[src/rtl/mem_bus_arbiter.sv]
// mem_bus_arbiter: shares one memory port between two data lanes (d0, d1)
// and an instruction-fetch requester. Fixed priority d0 > d1 > fetch, with
// a starvation counter that forces a fetch grant after STARVE_LIMIT data
// grants made while fetch is requesting.
//
// Optional feature: define MEM_ARB_TIMEOUT_EN to build a bus watchdog that
// abandons a transfer after TIMEOUT cycles without bus_ready, completes it
// with rdata=0 and pulses bus_err. Without the macro bus_err is tied low and
// a transfer waits for bus_ready indefinitely.
module mem_bus_arbiter #(
    parameter int unsigned STARVE_LIMIT = 4,
    parameter int unsigned TIMEOUT      = 255
) (
    input  logic        clk,
    input  logic        rst,
    input  logic        d0_req,
    input  logic [31:0] d0_addr,
    input  logic [31:0] d0_wdata,
    input  logic        d0_we,
    input  logic [3:0]  d0_be,
    input  logic        d1_req,
    input  logic [31:0] d1_addr,
    input  logic [31:0] d1_wdata,
    input  logic        d1_we,
    input  logic [3:0]  d1_be,
    input  logic        if_req,
    input  logic [31:0] if_addr,
    output logic        d0_done,
    output logic        d1_done,
    output logic        if_done,
    output logic [31:0] rdata,
    output logic        bus_req,
    output logic [31:0] bus_addr,
    output logic        bus_we,
    output logic [31:0] bus_wdata,
    output logic [3:0]  bus_be,
    input  logic        bus_ready,
    input  logic [31:0] bus_rdata,
    output logic        stall_from_memory,
    output logic        bus_err
);

    typedef enum logic [0:0] {
        ST_IDLE = 1'b0,
        ST_BUSY = 1'b1
    } state_t;

    typedef enum logic [1:0] {
        OWN_NONE = 2'd0,
        OWN_D0   = 2'd1,
        OWN_D1   = 2'd2,
        OWN_IF   = 2'd3
    } owner_t;

    localparam logic [3:0] STARVE_MAX = 4'(STARVE_LIMIT);

    // Elaboration-time guard on parameter ranges.
    if (STARVE_LIMIT < 1 || STARVE_LIMIT > 15) begin : g_bad_starve_limit
        $error("mem_bus_arbiter: STARVE_LIMIT must be 1..15");
    end
    if (TIMEOUT < 1 || TIMEOUT > 255) begin : g_bad_timeout
        $error("mem_bus_arbiter: TIMEOUT must be 1..255");
    end

    state_t      state_r, state_s;
    owner_t      owner_r, owner_s;
    owner_t      grant_s;
    logic [3:0]  starve_cnt_r, starve_cnt_s;
    logic        d0_elig_s, d1_elig_s, if_elig_s, starved_s;
    logic        tmo_hit_s;

    logic        bus_req_s;
    logic [31:0] bus_addr_s;
    logic        bus_we_s;
    logic [31:0] bus_wdata_s;
    logic [3:0]  bus_be_s;
    logic        d0_done_s, d1_done_s, if_done_s;
    logic [31:0] rdata_s;

    // A requester whose done is high this cycle is still holding its req;
    // masking it here prevents a second grant for the same transaction.
    assign d0_elig_s = d0_req & ~d0_done;
    assign d1_elig_s = d1_req & ~d1_done;
    assign if_elig_s = if_req & ~if_done;
    assign starved_s = (starve_cnt_r == STARVE_MAX);

    assign stall_from_memory = (d0_req & ~d0_done) | (d1_req & ~d1_done);

`ifdef MEM_ARB_TIMEOUT_EN
    localparam logic [7:0] TMO_LAST = 8'(TIMEOUT - 1);

    logic [7:0] tmo_cnt_r;

    assign tmo_hit_s = (state_r == ST_BUSY) && !bus_ready && (tmo_cnt_r == TMO_LAST);

    // Watchdog: counts BUSY cycles without bus_ready, cleared otherwise.
    always_ff @(posedge clk) begin
        if (rst) begin
            tmo_cnt_r <= 8'd0;
        end else if (state_r == ST_BUSY && !bus_ready && !tmo_hit_s) begin
            tmo_cnt_r <= tmo_cnt_r + 8'd1;
        end else begin
            tmo_cnt_r <= 8'd0;
        end
    end

    // Error pulse coincides with the forced done pulse.
    always_ff @(posedge clk) begin
        if (rst) begin
            bus_err <= 1'b0;
        end else begin
            bus_err <= tmo_hit_s;
        end
    end
`else
    assign tmo_hit_s = 1'b0;
    assign bus_err   = 1'b0;
`endif

    // Arbitration: starved fetch first, then d0 > d1 > fetch.
    always_comb begin
        grant_s = OWN_NONE;
        if (state_r != ST_IDLE) begin
            grant_s = OWN_NONE;
        end else if (if_elig_s && starved_s) begin
            grant_s = OWN_IF;
        end else if (d0_elig_s) begin
            grant_s = OWN_D0;
        end else if (d1_elig_s) begin
            grant_s = OWN_D1;
        end else if (if_elig_s) begin
            grant_s = OWN_IF;
        end else begin
            grant_s = OWN_NONE;
        end
    end

    // Next-state and registered-output computation for the IDLE/BUSY FSM.
    always_comb begin
        state_s      = state_r;
        owner_s      = owner_r;
        starve_cnt_s = starve_cnt_r;
        bus_req_s    = bus_req;
        bus_addr_s   = bus_addr;
        bus_we_s     = bus_we;
        bus_wdata_s  = bus_wdata;
        bus_be_s     = bus_be;
        d0_done_s    = 1'b0;
        d1_done_s    = 1'b0;
        if_done_s    = 1'b0;
        rdata_s      = rdata;

        case (state_r)
            ST_IDLE: begin
                case (grant_s)
                    OWN_D0: begin
                        state_s     = ST_BUSY;
                        owner_s     = OWN_D0;
                        bus_req_s   = 1'b1;
                        bus_addr_s  = d0_addr;
                        bus_we_s    = d0_we;
                        bus_wdata_s = d0_we ? d0_wdata : 32'd0;
                        bus_be_s    = d0_be;
                        if (if_req && (starve_cnt_r < STARVE_MAX)) begin
                            starve_cnt_s = starve_cnt_r + 4'd1;
                        end else begin
                            starve_cnt_s = starve_cnt_r;
                        end
                    end
                    OWN_D1: begin
                        state_s     = ST_BUSY;
                        owner_s     = OWN_D1;
                        bus_req_s   = 1'b1;
                        bus_addr_s  = d1_addr;
                        bus_we_s    = d1_we;
                        bus_wdata_s = d1_we ? d1_wdata : 32'd0;
                        bus_be_s    = d1_be;
                        if (if_req && (starve_cnt_r < STARVE_MAX)) begin
                            starve_cnt_s = starve_cnt_r + 4'd1;
                        end else begin
                            starve_cnt_s = starve_cnt_r;
                        end
                    end
                    OWN_IF: begin
                        state_s      = ST_BUSY;
                        owner_s      = OWN_IF;
                        bus_req_s    = 1'b1;
                        bus_addr_s   = if_addr;
                        bus_we_s     = 1'b0;
                        bus_wdata_s  = 32'd0;
                        bus_be_s     = 4'hF;
                        starve_cnt_s = 4'd0;
                    end
                    default: begin
                        state_s = ST_IDLE;
                    end
                endcase
            end
            ST_BUSY: begin
                if (bus_ready || tmo_hit_s) begin
                    // Completion (normal or watchdog): release the bus and
                    // pulse the owner's done next cycle.
                    state_s     = ST_IDLE;
                    owner_s     = OWN_NONE;
                    bus_req_s   = 1'b0;
                    bus_addr_s  = 32'd0;
                    bus_we_s    = 1'b0;
                    bus_wdata_s = 32'd0;
                    bus_be_s    = 4'd0;
                    rdata_s     = bus_ready ? bus_rdata : 32'd0;
                    case (owner_r)
                        OWN_D0:  d0_done_s = 1'b1;
                        OWN_D1:  d1_done_s = 1'b1;
                        OWN_IF:  if_done_s = 1'b1;
                        default: d0_done_s = 1'b0;
                    endcase
                end else begin
                    state_s = ST_BUSY;
                end
            end
            default: begin
                state_s   = ST_IDLE;
                owner_s   = OWN_NONE;
                bus_req_s = 1'b0;
            end
        endcase
    end

    // State and output registers; reset abandons any transfer in flight.
    always_ff @(posedge clk) begin
        if (rst) begin
            state_r      <= ST_IDLE;
            owner_r      <= OWN_NONE;
            starve_cnt_r <= 4'd0;
            bus_req      <= 1'b0;
            bus_addr     <= 32'd0;
            bus_we       <= 1'b0;
            bus_wdata    <= 32'd0;
            bus_be       <= 4'd0;
            d0_done      <= 1'b0;
            d1_done      <= 1'b0;
            if_done      <= 1'b0;
            rdata        <= 32'd0;
        end else begin
            state_r      <= state_s;
            owner_r      <= owner_s;
            starve_cnt_r <= starve_cnt_s;
            bus_req      <= bus_req_s;
            bus_addr     <= bus_addr_s;
            bus_we       <= bus_we_s;
            bus_wdata    <= bus_wdata_s;
            bus_be       <= bus_be_s;
            d0_done      <= d0_done_s;
            d1_done      <= d1_done_s;
            if_done      <= if_done_s;
            rdata        <= rdata_s;
        end
    end

endmodule

[config.mk]
export PLATFORM = sky130hd
export DESIGN_NAME = mem_bus_arbiter
export DESIGN_NICKNAME = d
export VERILOG_FILES = /design/src/rtl/mem_bus_arbiter.sv
export SDC_FILE = /design/constraint.sdc
export NUM_CORES = 1
export LEC_CHECK = 0
export ABC_CLOCK_PERIOD_IN_PS = 3000
export CAP_MARGIN = 20
export CORE_MARGIN = 5
export CORE_UTILIZATION = 35
export DETAILED_ROUTE_END_ITERATION = 10
export PLACE_DENSITY_LB_ADDON = 0.25
export SLEW_MARGIN = 20
export SYNTH_ARGS = -nofsm -noshare
export SYNTH_HDL_FRONTEND = slang
export SYNTH_SLANG_ARGS = --single-unit
[constraint.sdc]
create_clock -name clk -period 3 [get_ports clk]
set_input_delay 0.45 -clock clk [delete_from_list [all_inputs] [get_ports clk]]
set_output_delay 0.45 -clock clk [all_outputs]
set_load 0.005 [all_outputs]
==> flow_metrics.env <==
export IMPL_ys_seq_elements=112
export IMPL_finalPower_mw=4.014
export IMPL_start_util=0.3596
export IMPL_io_pins=315
export IMPL_io_buffers=313
export IMPL_synth_fp_nets=633
export IMPL_yosys_warnings=0
export IMPL_hold_viol_final=0
export IMPL_cts_resized=0
export IMPL_firstDrtPassIters=5
export IMPL_routedWlPerCell_um=20.34
export IMPL_grt_pass1_vias=5080
export IMPL_cts_num_sinks=112
export IMPL_placed_cell_area_mm2=0.008001
export IMPL_critical_path_required_ps=3270
export IMPL_antenna_cells=0
export IMPL_cts_tree="yes"
export IMPL_fin_cells=904
export IMPL_startpoint_type="input pin"
export IMPL_num_nets_final=941
export IMPL_fin_crit_sh=0.9238
export IMPL_final_area_mm2=0.008289
export IMPL_drv_cap=0
export IMPL_drc_errors=0
export IMPL_path_class="input pin to flip-flop"
export IMPL_setup_viol=0
export IMPL_grt_pass1_wl_mm=28.26
export IMPL_p_leak_nw=3.041
export IMPL_timing_fmax_ghz=0.3608
export IMPL_htree_num_levels=3
export IMPL_cp_end_kind="flip-flop"
export IMPL_holdCritPathClass="flip-flop to flip-flop"
export IMPL_status="finished, final reports clean"
export IMPL_vias=4822
export IMPL_synthArstFlopShare=0
export IMPL_overflow=0
export IMPL_die_w_um=124.3
export IMPL_die_area_mm2=0.01546
export IMPL_rsz0062_at_grt="false"
export IMPL_whs_ps=465.2
export IMPL_drive_above_1_share=0.08333
export IMPL_cts_buffer_depth=2
export IMPL_antenna_found_initial=0
export IMPL_finClkSkew_ps=3.987
export IMPL_dp_hpwl_mm=14.39
export IMPL_coreArea_mm2=0.01272
export IMPL_critPathMaxFanout=29
export IMPL_slew_viol_final=0
export IMPL_synth_yosys_seq_area_share=0.4902
export IMPL_syn_area_mm2=0.004574
export IMPL_final_core_util=0.6516
export IMPL_gp_congestion=0.8618
export IMPL_synth_area_leader_cell="dfxtp_1"
export IMPL_post_route_min_period_ps=2772
export IMPL_power_density_mw_per_mm2=484.2
export IMPL_cts_setup_buffers=0
export IMPL_rows=41
export IMPL_root_buffer="clkbuf_16"
export IMPL_clk_latency_ps=350
export IMPL_synth_area_per_cell_um2=10.92
export IMPL_drt_iter0_drc=241
export IMPL_ys_top_cells_by_area="dfxtp_1 (49%), a22o_1 (12%), o2bb2ai_1 (12%), a22oi_1 (5.4%), a21oi_1 (3.8%)"
export IMPL_cts_hold_buf=0
export IMPL_worst_slack_ps=228.5
export IMPL_grt_start_max_net_pins=39
export IMPL_die_h_um=124.3
export IMPL_cp_arrival_ps=3050
export IMPL_synth_top_area_frac=0.4902
export IMPL_place_ws_ps=-130.1
export IMPL_postRouteAntennaNets=0
export IMPL_ys_types=45
export IMPL_cpMaxStageDelayCell="or4_4"
export IMPL_crit_chain="clkdlybuf4s50_1 -> nor2b_1 -> nand4b_1 -> a221oi_1 -> ha_1 -> or4_4 -> o31ai_4 -> buf_12 -> o2bb2ai_1"
export IMPL_ir_worst_vdd_mv=0.2893
export IMPL_totalWireLength_mm=18.38
export IMPL_dp_cells=888
export IMPL_synth_edf_count=0
export IMPL_slowest_delay_ps=540
export IMPL_synth_flop_cell="dfxtp_1"
export IMPL_grt_usage=0.2271
export IMPL_finalSetupTns_ps=0
export IMPL_syn_instance_count=419
export IMPL_cts_buffers=9
export IMPL_clk_pin_slew_ps=70
export IMPL_via_per_inst=5.334
export IMPL_synthToLayoutAreaGrowth_pct=81.21
state kept, by name, indices dropped and copies added (netlist names):
register / flops
bus_addr: 32
bus_be: 4
bus_req: 1
bus_wdata: 32
bus_we: 1
d0_done: 1
d1_done: 1
if_done: 1
owner_r: 2
rdata: 32
starve_cnt_r: 4
state_r: 1
layout by cell type, fill, tap and decap left out, drive strengths merged, types with 2 or more instances in the layout:
cell type	instances
buf	29
ha	6
clkinv	2
nand2b	4
and3b	3
nand3	2
clkdlybuf4s50	313
a22o	64
clkbuf	9
o2bb2ai	70
a21oi	36
nor2	6
nor3b	2
or3b	2
nor2b	6
a211oi	4
dfxtp	112
inv	8
a22oi	33
final timing paths:
path,start,slack (ps),cells after the start,endpoint
worst min register to register,bus_addr[15],470,1,bus_addr[15]
worst max-delay path,if_req,230,9,bus_addr[26]
worst max register to register,starve_cnt_r[0],410,9,bus_addr[26]
worst min-delay path,bus_addr[15],470,1,bus_addr[15]
synth_stat cells, types with 2 or more instances:
cell type	n
a21oi_1	35
nand2b_1	4
a211oi_1	4
a22o_1	64
nor2_1	6
nand3_1	2
dfxtp_1	112
ha_1	6
inv_1	2
buf_6	7
and3b_1	3
o2bb2ai_1	62
nor2b_1	6
clkbuf_1	32
buf_2	5
a22oi_1	33
o2bb2ai_2	8
cell type report:
class,count,area (µm²)
clock buffers,9,225.2
clock inverters,7,62.56
fillers,1049,4433
inverters,3,11.26
multi-input cells,259,2100
flip-flops and latches,112,2242
well taps,172,215.2
repair buffers,342,3433
power by group:
| part | internal (mW) | switching [mW] | leakage (nW) |
|---|---|---|---|
| clock network | 0.585 | 0.592 | 0.145 |
| logic | 0.684 | 0.450 | 1.98 |
| registers | 1.62 | 0.0820 | 0.913 |
kinds of logic after synthesis:
group                    after synthesis  share of synthesized area
flip-flops                           112                     0.4902
adder cells (fa/ha/maj)                6                    0.01641
buffers and inverters                 48                    0.05307
AND/OR/NAND/NOR                       34                    0.04951
other                                  1                  0.0008198
AO/OA/AOI/OAI                        218                     0.3901
critical path: cells and delay by family:
kind | cells | cell delay (ps)
buffers and inverters | 2 | 710
adder cells (fa/ha/maj) | 1 | 330
AO/OA/AOI/OAI | 3 | 650
AND/OR/NAND/NOR | 3 | 910
layer usage:
layer / share of wire / GRT usage / vias to the layer above / wire (µm)
li1: - / - / 2268 / -
met2: 0.49 / 0.3915 / 254 / 9082
met3: 0.084 / 0.07075 / 36 / 1535
met4: 0.033 / 0.09607 / 0 / 607
met5: 0 / 0 / - / 0
met1: 0.39 / 0.2588 / 2264 / 7158
Note: power is estimated with default switching activity, not from simulation.
